`src/rtl/up_adc_bus_aggregator.sv`:
```
// Return-path aggregator for ADC register slaves: merges acks, read data and channel status.
// Optional bus timeout with error word and timeout counter when UP_BUS_TIMEOUT_EN is defined.
module up_adc_bus_aggregator #(
    parameter int unsigned NUM_CH         = 2,
    parameter int unsigned NUM_SLAVES     = 3,
    parameter int unsigned TIMEOUT_CYCLES = 255,
    parameter logic [31:0] TIMEOUT_DATA   = 32'hDEADDEAD
) (
    input  logic                    up_clk,
    input  logic                    up_rstn,
    input  logic                    up_wreq,
    input  logic                    up_rreq,
    input  logic [NUM_SLAVES-1:0]   up_wack_s,
    input  logic [NUM_SLAVES-1:0]   up_rack_s,
    input  logic [32*NUM_SLAVES-1:0] up_rdata_s,
    input  logic [NUM_CH-1:0]       up_status_pn_err_s,
    input  logic [NUM_CH-1:0]       up_status_pn_oos_s,
    input  logic [NUM_CH-1:0]       up_status_or_s,
    input  logic                    up_timeout_clr,
    output logic                    up_wack,
    output logic                    up_rack,
    output logic [31:0]             up_rdata,
    output logic                    up_status_pn_err,
    output logic                    up_status_pn_oos,
    output logic                    up_status_or,
    output logic [7:0]              up_timeout_count
);

    typedef enum logic {StIdle, StWait} state_e;

    state_e      rd_state_q, rd_state_d;
    state_e      wr_state_q, wr_state_d;
    logic        rack_q, rack_d;
    logic        wack_q, wack_d;
    logic [31:0] rdata_q, rdata_d;
    logic [31:0] rdata_or;
    logic        rd_expire, wr_expire;
    logic        pn_err_q, pn_oos_q, or_q;

    always_comb begin
        rdata_or = '0;
        for (int k = 0; k < int'(NUM_SLAVES); k++) begin
            rdata_or = rdata_or | up_rdata_s[32*k +: 32];
        end
    end

    // An ack in the same cycle as expiry wins over the forced timeout ack.
    always_comb begin
        rd_state_d = rd_state_q;
        rack_d     = 1'b0;
        rdata_d    = '0;
        unique case (rd_state_q)
            StIdle: if (up_rreq) rd_state_d = StWait;
            StWait: begin
                if (|up_rack_s) begin
                    rack_d     = 1'b1;
                    rdata_d    = rdata_or;
                    rd_state_d = StIdle;
                end else if (rd_expire) begin
                    rack_d     = 1'b1;
                    rdata_d    = TIMEOUT_DATA;
                    rd_state_d = StIdle;
                end
            end
            default: rd_state_d = StIdle;
        endcase
    end

    always_comb begin
        wr_state_d = wr_state_q;
        wack_d     = 1'b0;
        unique case (wr_state_q)
            StIdle: if (up_wreq) wr_state_d = StWait;
            StWait: begin
                if ((|up_wack_s) || wr_expire) begin
                    wack_d     = 1'b1;
                    wr_state_d = StIdle;
                end
            end
            default: wr_state_d = StIdle;
        endcase
    end

    always_ff @(posedge up_clk or negedge up_rstn) begin
        if (!up_rstn) begin
            rd_state_q <= StIdle;
            wr_state_q <= StIdle;
            rack_q     <= 1'b0;
            wack_q     <= 1'b0;
            rdata_q    <= '0;
            pn_err_q   <= 1'b0;
            pn_oos_q   <= 1'b0;
            or_q       <= 1'b0;
        end else begin
            rd_state_q <= rd_state_d;
            wr_state_q <= wr_state_d;
            rack_q     <= rack_d;
            wack_q     <= wack_d;
            rdata_q    <= rdata_d;
            pn_err_q   <= |up_status_pn_err_s;
            pn_oos_q   <= |up_status_pn_oos_s;
            or_q       <= |up_status_or_s;
        end
    end

    assign up_rack          = rack_q;
    assign up_wack          = wack_q;
    assign up_rdata         = rdata_q;
    assign up_status_pn_err = pn_err_q;
    assign up_status_pn_oos = pn_oos_q;
    assign up_status_or     = or_q;

`ifdef UP_BUS_TIMEOUT_EN
    logic [15:0] rd_cnt_q, wr_cnt_q;
    logic        rd_to, wr_to;
    logic [7:0]  to_cnt_q, to_cnt_d;
    logic [8:0]  to_sum;

    // Counters sit at zero while idle, so the first wait cycle sees zero.
    assign rd_expire = (rd_state_q == StWait) && (rd_cnt_q == 16'(TIMEOUT_CYCLES - 1));
    assign wr_expire = (wr_state_q == StWait) && (wr_cnt_q == 16'(TIMEOUT_CYCLES - 1));
    assign rd_to     = rd_expire && !(|up_rack_s);
    assign wr_to     = wr_expire && !(|up_wack_s);
    assign to_sum    = 9'(to_cnt_q) + 9'(rd_to) + 9'(wr_to);

    always_comb begin
        if (up_timeout_clr) begin
            to_cnt_d = 8'(rd_to) + 8'(wr_to);
        end else if (to_sum > 9'd255) begin
            to_cnt_d = 8'd255;
        end else begin
            to_cnt_d = to_sum[7:0];
        end
    end

    always_ff @(posedge up_clk or negedge up_rstn) begin
        if (!up_rstn) begin
            rd_cnt_q <= '0;
            wr_cnt_q <= '0;
            to_cnt_q <= '0;
        end else begin
            rd_cnt_q <= (rd_state_q == StWait) ? rd_cnt_q + 16'd1 : '0;
            wr_cnt_q <= (wr_state_q == StWait) ? wr_cnt_q + 16'd1 : '0;
            to_cnt_q <= to_cnt_d;
        end
    end

    assign up_timeout_count = to_cnt_q;
`else
    logic unused_timeout_clr;

    assign rd_expire          = 1'b0;
    assign wr_expire          = 1'b0;
    assign unused_timeout_clr = up_timeout_clr;
    assign up_timeout_count   = '0;
`endif

endmodule

```
`config.mk`:
```
export PLATFORM = sky130hd
export DESIGN_NAME = up_adc_bus_aggregator
export DESIGN_NICKNAME = d
export VERILOG_FILES = /design/src/rtl/up_adc_bus_aggregator.sv
export SDC_FILE = /design/constraint.sdc
export NUM_CORES = 1
export LEC_CHECK = 0
export ABC_AREA = 0
export BUFFER_PORTS_ARGS = -buffer_cell sky130_fd_sc_hd__buf_4
export CAP_MARGIN = 20
export CORE_MARGIN = 2
export CORE_UTILIZATION = 34
export DETAILED_ROUTE_END_ITERATION = 6
export PLACE_DENSITY = 0.8
export REMOVE_ABC_BUFFERS = 1
export SLEW_MARGIN = 10
export SYNTH_ARGS = -nofsm -noshare
export SYNTH_HDL_FRONTEND = slang
export SYNTH_SLANG_ARGS = --single-unit
```
`constraint.sdc`:
```
create_clock -name up_clk -period 0.9 [get_ports up_clk]
set_input_delay 0.225 -clock up_clk [delete_from_list [all_inputs] [get_ports up_clk]]
set_output_delay 0.225 -clock up_clk [all_outputs]
set_load 0.02 [all_outputs]
```
# Yosys cells after proc, flatten, opt, wreduce, memory -nomap -nowiden
# Cells that the tools add are included.
# word_totals
register_bits,39
wordCells,29
# op_classes
mux,12
bitwise_logic,4
n_reduce_logical,5
# op_table
operator,count
$mux W32,2
$or A32 B32 Y32,2
$mux W1,8
$reduce_or A2 Y1,3
$reduce_or A3 Y1,2
$pmux W1 S2,2
$not A1 Y1,2

# Depth between registers and ports, before layout
# Gate-level depths: netlist of the first run.
# depth
ltp_word,4
depth_mapped,3
mapped_depth_nobuf,2

# Least setup slack after synthesis of the first run
# OpenSTA, ideal clock, no wires.
# synth_path
path_type,input-to-reg
from,input port up_rack_s[1]
to,"register rdata_q[22], in the netlist up_rdata[22]"
setup_ps,121
arrival_time_ps,808
path_slack_ps,-29
stages,3
n_path_buf,1
cell_sequence,o31ai_4 > buf_6 > nor2_1
# synth_between
elab_chain_len,3
# synth_rtl
element,line,text
start: declaration,14,"input logic [NUM_SLAVES-1:0] up_rack_s,"
$reduce_or A3 Y1,55,if (|up_rack_s) begin
$mux W32,55,
$mux W32,52,unique case (rd_state_q)
via rdata_d[22],35,"logic [31:0] rdata_q, rdata_d;"
end signal: assignment,99,rdata_q <= rdata_d;
end: declaration,35,
# The timed path passes the listed nets, and every way through them passes these cells.

# Worst setup path in the final report of the first run
# layout_path
from,"register rdata_q[15], in the netlist up_rdata[15]"
to,output port up_rdata[15]
# layout_rtl
element,line,text
end: declaration,22,"output logic [31:0] up_rdata,"
# No word-level cell between the ends.

==> impl_results.md, run 1 <==
- Result of the run: finished, violations left
- Violations in the final reports: setup timing
- Largest stage delay on the critical path: 0.39 ns
- Time the worst path needs with I/O delays and setup: 1.03 ns
- HPWL Detailed: 3400 µm
- Post-CTS clock slew at the launch and capture registers of the worst setup and hold paths: 0.07 ns
- Power density over the cells: 2340 nW/µm²
- Post CTS Setup Buffer Count: 0
- Ant. Diodes: 0
- Final Net Count: 396
- Static leakage: 1.50 nW
- Critical path's slowest cell: dfrtp_1
- Synthesis-stage register bit count: 39
- Critical-path maximum fanout: 1
- Highest clock rate: 975 MHz
- Part of the Yosys area used for sequential elements: 0.682
- Vias in the first global route: 1,365
- DR DRC count: 0
- WS Path Type: flip-flop to output port
- Maximum number of buffers from clock root to sink: 2
- Count of pins on the block boundary: 158
- Final worst setup slack: -0.125 ns
- R2r startpoint: rd_state_q
- Number of DRC violations after detailed-routing iteration 0: 43
- Detailed Routing Iterations Pass 1: 3
- Leading area contributor after synthesis: dfrtp_1
- End of the worst hold path: up_status_pn_oos
- Number of clock sinks seen by CTS: 39
- Initial antenna violation count: 0
- Mapped Cells: 124
- Worst rel slew slack: 0.662
- Startpoint of the lowest-slack hold path: up_status_pn_oos_s[0]
- Routed wire length per instance: 13.8 µm
- Final Hold Fails: 0
- Post-route standard cell area excluding fillers: 2990 µm²
- Detail-routed via count per cell: 4.48
- Final setup viols: 69
- Unrepaired setup endpoints after global routing: yes
- Transition time at the pin with the least slew margin: 0.507 ns
- Overall die area: 4740 µm²
- Capture instance of the worst register-to-register path: up_rdata[7]
- Fraction of layout cells with a size suffix above 1: 0.687
- Crit path cell chain: buf_6
- Height of the die: 68.9 µm
- Total length of routed wires: 4600 µm
- Mean post-synth cell area: 11.5 µm²
- Worst IR Drop VDD: 1.56 mV
- Buffers added on ports: 148
- Later-pin clock latency in the skew report: 0.28 ns
- Required arrival time at the worst endpoint: 0.67 ns
- R2r setup slk: -0.09 ns
- Share of the clock period used by the worst path after layout: 1.14
- Critical path launch point type: flip-flop
- Total gr overflow: 0
- Data arrival time of the worst path: 0.80 ns
- Site Rows: 23
- Wire length of the first global-routing pass: 5990 µm
- Layout overhead on the synthesized area: 109%
- Final GP Congestion: 0.665
- Count of flip-flops with a built-in enable after synthesis: 0
- Cell depth of the worst hold path: 2
- Number of buffers created by CTS: 5
- Area of the core: 4030 µm²
- Endpoint type of the worst setup path: output port
- Clock tree root driver cell: clkbuf_8
- Leading post-synthesis cells by cell area: dfrtp_1, nor3_1, nor2_1
- DRT antenna net count: 0
- Fin Clk Skew: 0.00342 ns
- Post-Synthesis Cell Area: 1430 µm²
- R2R depth: 3
- Maximum number of pins on one net before global-route repair: 40
- CTS tree: built
- Number of fill cells in the layout: 303
- YS warnings: 0
- Most numerous cell in the Yosys netlist: dfrtp_1
- Hold slack final: 0.135 ns
- Number of pins with negative max-slew slack in the final report: 0
- Overall fraction of global-route tracks in use: 0.177
- Main flop type after synthesis: dfrtp_1
- Family of cells with the greatest summed delay on the critical path: flip-flops
- Area post-placement: 2570 µm²
- Initial core utilization: 0.355
- Most frequent cells after synthesis: dfrtp_1, nor3_1, nor2_1, buf_4
- CP bufs+invs: 1
- H-tree depth: 2
- Width of the die: 68.9 µm
- Max-capacitance violation count: 0
- Hold/Removal Path Class: input pin to flip-flop
- Synth top area share: 0.682
- Overall via count from detail_route: 1,495
- Unique cell type count in the Yosys netlist: 13
- Async set-reset flop share out of synthesis: 1.00
## how the worst max path moves through the flow
stage,depth (start not counted),from,endpoint,slack (ns)
floorplan,2,up_rack_s[1],rd_state_q,-0.40
global placement,4,up_rack_s[1],rd_state_q,-0.15
detailed placement,4,up_rack_s[1],up_rdata[3],-0.17
CTS,1,up_rdata[10],up_rdata[10],-0.14
global route,1,up_rdata[10],up_rdata[10],-0.16
finish,1,up_rdata[15],up_rdata[15],-0.13
## kinds of logic after synthesis
logic type             after synthesis  share of synthesized area
AOI/OAI and AO/OA                    2                     0.0201
buffers and inverters               12                     0.0682
DFF                                 39                      0.682
muxes                                1                    0.00787
other                                1                    0.00262
and+or+nand+nor                     69                      0.219
## power breakdown
part	internal [mW]	switching, mW	total (mW)	leakage [nW]
logic	1.73	1.63	3.36	0.984
registers	2.29	0.258	2.55	0.479
clock network	0.543	0.548	1.09	0.0422
## sequential cells by signal, summed over array words and instances, names as in the netlist
signal and flops:
up_status_pn_oos 1, up_rack 1, up_status_pn_err 1, up_status_or 1, up_rdata 32, wr_state_q 1, rd_state_q 1, up_wack 1
## per-stage QoR
stage | cells | utilization | total power [mW] | worst slack, ns | setup TNS [ns]
after CTS | 332 | 0.703 | 6.71 | -0.141 | -4.49
after detailed placement | 321 | 0.638 | 5.06 | -0.171 | -4.88
after floorplan | 120 | - | 3.61 | -0.399 | -12.80
after global placement | 321 | 0.638 | 4.98 | -0.147 | -4.25
after global routing | 334 | 0.743 | 7.38 | -0.161 | -8.27
final | 334 | 0.743 | 6.99 | -0.125 | -5.47
## cell type report
class	count	area, µm²	share of cell area
clock buffers	7	76.3	0.0255
clock inverters	1	5.00	0.00167
inverters	1	3.75	0.00125
multi-input cells	80	520	0.174
flip-flops and latches	39	976	0.326
well taps	50	62.6	0.0209
repair buffers	156	1350	0.450
## cells in the final DEF (no fill, tap or decap), drive strengths merged, types with 3 or more instances in the layout
master    n
buf     155
clkbuf    7
conb      8
dfrtp    39
nor2     32
nor3     33
or2       3
## repair_timing
| item | in CTS | in global routing |
|---|---|---|
| setup endpoints to repair | 70 | 70 |
| cloned | 2 | 2 |
| hold buffers | 1 | 0 |
| hold endpoints to repair | 39 | 0 |
| resized for setup | 43 | 44 |
| pin swaps | 2 | 25 |
## per-layer routing
| metal | global-route usage | up-vias | routed length, µm |
|---|---|---|---|
| met2 | 0.337 | 92 | 2620 |
| met5 | 0 | - | 0 |
| li1 | - | 707 | - |
| met4 | 0.0588 | 0 | 81 |
| met1 | 0.182 | 690 | 1400 |
| met3 | 0.0536 | 6 | 501 |
No activity file was read; power rests on OpenSTA's default activity.
==> inputs of run 2 (changes only) <==
--- a/config.mk
+++ b/config.mk
@@ -8,7 +8,7 @@
 export ABC_AREA = 0
 export BUFFER_PORTS_ARGS = -buffer_cell sky130_fd_sc_hd__buf_4
 export CAP_MARGIN = 20
-export CORE_MARGIN = 2
+export CORE_MARGIN = 10
 export CORE_UTILIZATION = 34
 export DETAILED_ROUTE_END_ITERATION = 6
 export PLACE_DENSITY = 0.8
@@ -17,3 +17,4 @@
 export SYNTH_ARGS = -nofsm -noshare
 export SYNTH_HDL_FRONTEND = slang
 export SYNTH_SLANG_ARGS = --single-unit
+export TNS_END_PERCENT = 5
==> impl_results.md, run 2 (synthesis gave the netlist of run 1 again) <==
- Max-capacitance violation count: 0
- Reported net switching power: 2.25 mW
- WS Path Type: flip-flop to output port
- Vias in the first global route: 1,663
- Number of clock sinks seen by CTS: 39
- Critical-path maximum fanout: 1
- Setup Total Neg Slack: -4.15 ns
- Source of the critical timing path: up_rack
- Buffers added on ports: 148
- Final GP Congestion: 0.699
- Layout overhead on the synthesized area: 98.8%
- Result of the run: finished, violations left
- HPWL Detailed: 4600 µm
- Clock tree root driver cell: clkbuf_8
- R2r setup slk: 0.01 ns
- Detailed Routing Iterations Pass 1: 2
- Number of buffers created by CTS: 5
- Number of pins with negative max-slew slack in the final report: 0
- Total gr overflow: 0
- CTS tree: built
- Crit path to: up_rack
- Data arrival time of the worst path: 0.83 ns
- Share of the clock period used by the worst path after layout: 1.17
- Ant. Diodes: 0
- Later-pin clock latency in the skew report: 0.28 ns
- Required arrival time at the worst endpoint: 0.67 ns
- Largest stage delay on the critical path: 0.40 ns
- Violations in the final reports: setup timing
- Capture instance of the worst register-to-register path: rd_state_q
- Wire length of the first global-routing pass: 8130 µm
- DRT antenna net count: 0
- Endpoint type of the worst setup path: output port
- Number of DRC violations after detailed-routing iteration 0: 36
- R2r startpoint: rd_state_q
- Sequential share of power: 0.370
- Maximum number of pins on one net before global-route repair: 40
- Highest clock rate: 952 MHz
- Overall fraction of global-route tracks in use: 0.141
- Area of the core: 4030 µm²
- Static leakage: 1.47 nW
- Initial antenna violation count: 0
- Time the worst path needs with I/O delays and setup: 1.05 ns
- Final worst setup slack: -0.150 ns
- Logic depth of the worst setup path including buffers: 1
- Pre-CTS WS: -0.170 ns
- R2R depth: 3
- Initial core utilization: 0.355
- CP bufs+invs: 1
- Post-CTS clock slew at the launch and capture registers of the worst setup and hold paths: 0.08 ns
- Hold slack final: 0.126 ns
- Worst IR Drop VDD: 1.38 mV
- Detail-routed via count per cell: 4.40
- Crit path cell chain: buf_6
- Final Hold Fails: 0
- H-tree depth: 2
- Power density over the cells: 2420 nW/µm²
- Proportion of power drawn by the clock network: 0.203
- Critical path's slowest cell: dfrtp_1
- Most frequent cells in the layout: buf_4, buf_6, dfrtp_1, nor3_1, nor2_1
- Site Rows: 23
- Routed wire length per instance: 16.3 µm
- Total length of routed wires: 5400 µm
- Family of cells with the greatest summed delay on the critical path: flip-flops
- Most common cell after layout, fill and taps aside: buf_4
- Switching share of power: 0.326
- Final setup viols: 37
- Count of pins on the block boundary: 158
- Width of the die: 84.9 µm
- Comb power frac: 0.427
- Overall via count from detail_route: 1,451
- Fin Clk Skew: 0.00821 ns
- DR DRC count: 0
- Int Power: 4.64 mW
- Final Net Count: 392
- Fraction of layout cells with a size suffix above 1: 0.596
- Overall die area: 7200 µm²
- Final Core Density: 0.706
- Height of the die: 84.9 µm
- Flip-flop count of the largest register after layout: 32
- Unrepaired setup endpoints after global routing: yes
- Maximum number of buffers from clock root to sink: 2
- Hold/Removal Path Class: input pin to flip-flop
- Critical path launch point type: flip-flop
run 2: layer usage:
metal	wire length (µm)	up-vias	track usage
li1	-	700	-
met1	1940	647	0.138
met2	2790	99	0.252
met3	614	5	0.0698
met4	58	0	0.0494
met5	0	-	0
run 2: what timing repair did:
action | CTS | global route
cloned | 0 | 0
resized for setup | 39 | 1
endpoints found under the setup margin | 70 | 69
hold buffers | 1 | 0
setup buffers | 0 | 0
pin swaps | 0 | 4
hold endpoints to repair | 39 | 0
run 2: final cells by class:
type	instances	area (µm²)
Clock inverter	3	43.8
Multi-Input combinational cell	80	385
Timing Repair Buffer	152	1300
Fill cell	314	1190
Inverter	1	3.75
Clock buffer	5	68.8
Sequential cell	39	976
Tap cell	50	62.6
run 2: worst min-delay path by stage:
stage                          start                to  slack [ns]  depth (start not counted)
2_1_floorplan                up_rstn        rd_state_q       -0.07                          0
3_3_place_gp                 up_rstn      up_rdata[31]        0.19                          2
3_5_place_dp                 up_rstn      up_rdata[31]        0.19                          2
4_1_cts        up_status_pn_err_s[0]  up_status_pn_err        0.12                          2
5_1_grt        up_status_pn_err_s[0]  up_status_pn_err        0.12                          2
6_report       up_status_pn_err_s[0]  up_status_pn_err        0.13                          2
run 2: through the flow:
stage	cells	total power [mW]	cell area, µm²
2_1_floorplan	120	3.61	1360
6_report	330	6.88	2840
4_1_cts	330	6.98	2840
3_3_place_gp	321	5.06	2570
3_5_place_dp	321	5.12	2570
5_1_grt	330	7.23	2840
run 2: power by group through the flow:
stage          logic (mW)  registers (mW)  clock network [mW]
5_1_grt              3.11            2.61                1.51
2_1_floorplan       0.451            3.16                   0
4_1_cts              2.98            2.55                1.44
3_3_place_gp         2.59            2.46                   0
3_5_place_dp         2.63            2.49                   0
6_report             2.94            2.54                1.40
==> inputs of run 3 (changes only) <==
--- a/config.mk
+++ b/config.mk
@@ -8,10 +8,10 @@
 export ABC_AREA = 0
 export BUFFER_PORTS_ARGS = -buffer_cell sky130_fd_sc_hd__buf_4
 export CAP_MARGIN = 20
-export CORE_MARGIN = 10
-export CORE_UTILIZATION = 34
+export CORE_MARGIN = 4
+export CORE_UTILIZATION = 30
 export DETAILED_ROUTE_END_ITERATION = 6
-export PLACE_DENSITY = 0.8
+export PLACE_DENSITY_LB_ADDON = 0.15
 export REMOVE_ABC_BUFFERS = 1
 export SLEW_MARGIN = 10
 export SYNTH_ARGS = -nofsm -noshare
==> constraint.sdc (replaced) <==
create_clock -name up_clk -period 0.95 [get_ports up_clk]
set_input_delay 0.2375 -clock up_clk [delete_from_list [all_inputs] [get_ports up_clk]]
set_output_delay 0.2375 -clock up_clk [all_outputs]
set_load 0.02 [all_outputs]
==> impl_results.md, run 3 (synthesis gave the netlist of run 1 again) <==
- R2r setup slk: 0.05 ns
- Routed wire length per instance: 13.3 µm
- Switching share of power: 0.324
- Overall power consumption: 6.32 mW
- Placed cell count: 323
- Share of the clock period used by the worst path after layout: 1.09
- Power density over the cells: 2230 nW/µm²
- Required arrival time at the worst endpoint: 0.71 ns
- Int Power: 4.27 mW
- Critical path's slowest cell: dfrtp_1
- Worst IR Drop VDD: 1.55 mV
- R2R depth: 3
- Width of the die: 77.0 µm
- Data arrival time of the worst path: 0.80 ns
- Cell depth of the worst hold path: 2
- Number of clock sinks seen by CTS: 39
- Sequential share of power: 0.381
- HPWL Detailed: 3590 µm
- Violations in the final reports: setup timing
- Family of cells with the greatest summed delay on the critical path: flip-flops
- CTS tree: built
- Post-CTS clock slew at the launch and capture registers of the worst setup and hold paths: 0.07 ns
- Overall via count from detail_route: 1,435
- Static leakage: 1.46 nW
- Pre-CTS WS: -0.131 ns
- Maximum number of pins on one net before global-route repair: 40
- Area of the core: 4470 µm²
- End of the worst hold path: up_status_pn_err
- Wire length of the first global-routing pass: 7180 µm
- Hold/Removal Path Class: input pin to flip-flop
- H-tree depth: 2
- Later-pin clock latency in the skew report: 0.28 ns
- Reported net switching power: 2.05 mW
- Post CTS Setup Buffer Count: 0
- Startpoint of the lowest-slack hold path: up_status_pn_err_s[1]
- R2r startpoint: rd_state_q
- Final Hold Fails: 0
- Critical-path maximum fanout: 1
- Crit path cell chain: buf_6
- Detail-routed via count per cell: 4.32
- Clock tree root driver cell: clkbuf_8
- WS Path Type: flip-flop to output port
- Vias in the first global route: 1,570
- Filler-free cell count of the finished design: 332
- Final Core Density: 0.633
- Flip-flop count of the largest register after layout: 32
- Total length of routed wires: 4420 µm
- Capture instance of the worst register-to-register path: up_rdata[27]
- Proportion of power drawn by the clock network: 0.186
- Final GP Congestion: 0.695
- Final setup viols: 37
- Initial antenna violation count: 0
- Highest clock rate: 965 MHz
- Endpoint type of the worst setup path: output port
- Ant. Diodes: 0
- DRT antenna net count: 0
- Height of the die: 77.0 µm
- Fraction of layout cells with a size suffix above 1: 0.589
- Site Rows: 24
- Fin Clk Skew: 0.00165 ns
- Number of fill cells in the layout: 381
- Result of the run: finished, violations left
- Layout overhead on the synthesized area: 97.9%
- Unrepaired setup endpoints after global routing: yes
- Critical path launch point type: flip-flop
- Overall die area: 5940 µm²
- Maximum number of buffers from clock root to sink: 2
- Comb power frac: 0.433
- Overall fraction of global-route tracks in use: 0.155
- Most common cell after layout, fill and taps aside: buf_4
- Final worst setup slack: -0.0864 ns
- Time the worst path needs with I/O delays and setup: 1.04 ns
- CP bufs+invs: 1
- Count of pins on the block boundary: 158
- Number of pins with negative max-slew slack in the final report: 0
- Number of buffers created by CTS: 5
- DR DRC count: 0
- Total gr overflow: 0
- Max-capacitance violation count: 0
- Detailed Routing Iterations Pass 1: 4
- Most frequent cells in the layout: buf_4, buf_6, dfrtp_1, nor3_1, nor2_1
- Final Net Count: 392
- Buffers added on ports: 148
- Initial core utilization: 0.320
- Number of DRC violations after detailed-routing iteration 0: 35
- Largest stage delay on the critical path: 0.39 ns
-- run 3: metal layers --
layer / share of wire / GRT usage / vias to the layer above
met2: 0.53 / 0.276 / 99
li1: - / - / 699
met5: 0 / 0 / -
met1: 0.32 / 0.150 / 632
met3: 0.15 / 0.0972 / 5
met4: 0.011 / 0.0374 / 0
-- run 3: area by class of cell --
| cell class | instances | area [µm²] | share of cell area |
|---|---|---|---|
| tap | 52 | 65.1 | 0.0230 |
| timing repair buffer | 152 | 1300 | 0.460 |
| sequential | 39 | 976 | 0.345 |
| multi-input combinational | 80 | 383 | 0.135 |
| inverter | 1 | 3.75 | 0.00133 |
| clock buffer | 8 | 100 | 0.0354 |
-- run 3: how the worst max path moves through the flow --
| stage | to | slack [ns] | cells after the start | start |
|---|---|---|---|---|
| final | up_rdata[20] | -0.09 | 1 | up_rdata[20] |
| after global routing | up_status_pn_err | -0.13 | 1 | up_status_pn_err |
| after CTS | up_rdata[20] | -0.11 | 1 | up_rdata[20] |
| after detailed placement | up_rdata[27] | -0.13 | 4 | up_rack_s[1] |
| after global placement | up_rdata[17] | -0.10 | 4 | up_rack_s[1] |
| after floorplan | rd_state_q | -0.36 | 2 | up_rack_s[1] |
-- run 3: timing repair --
action / 4_1_cts / 5_1_grt
hold buffers: 1 / 0
gates resized for setup: 38 / 1
endpoints found under the setup margin: 39 / 55
endpoints found under the hold margin: 39 / 0
-- run 3: power groups by stage --
stage,clock network (mW),registers (mW),logic (mW)
6_report,1.18,2.41,2.74
5_1_grt,1.33,2.46,2.93
4_1_cts,1.24,2.41,2.77
3_5_place_dp,0,2.35,2.45
3_3_place_gp,0,2.33,2.41
2_1_floorplan,0,2.99,0.427
-- run 3: per-stage QoR --
step	TNS, ns	hold WS (ns)	area, µm²
detailed placement	-3.46	0.211	2570
finish	-2.70	0.151	2830
floorplan	-11.52	-0.0581	1360
global placement	-3.11	0.203	2570
CTS	-3.33	0.140	2830
global route	-4.34	0.137	2830
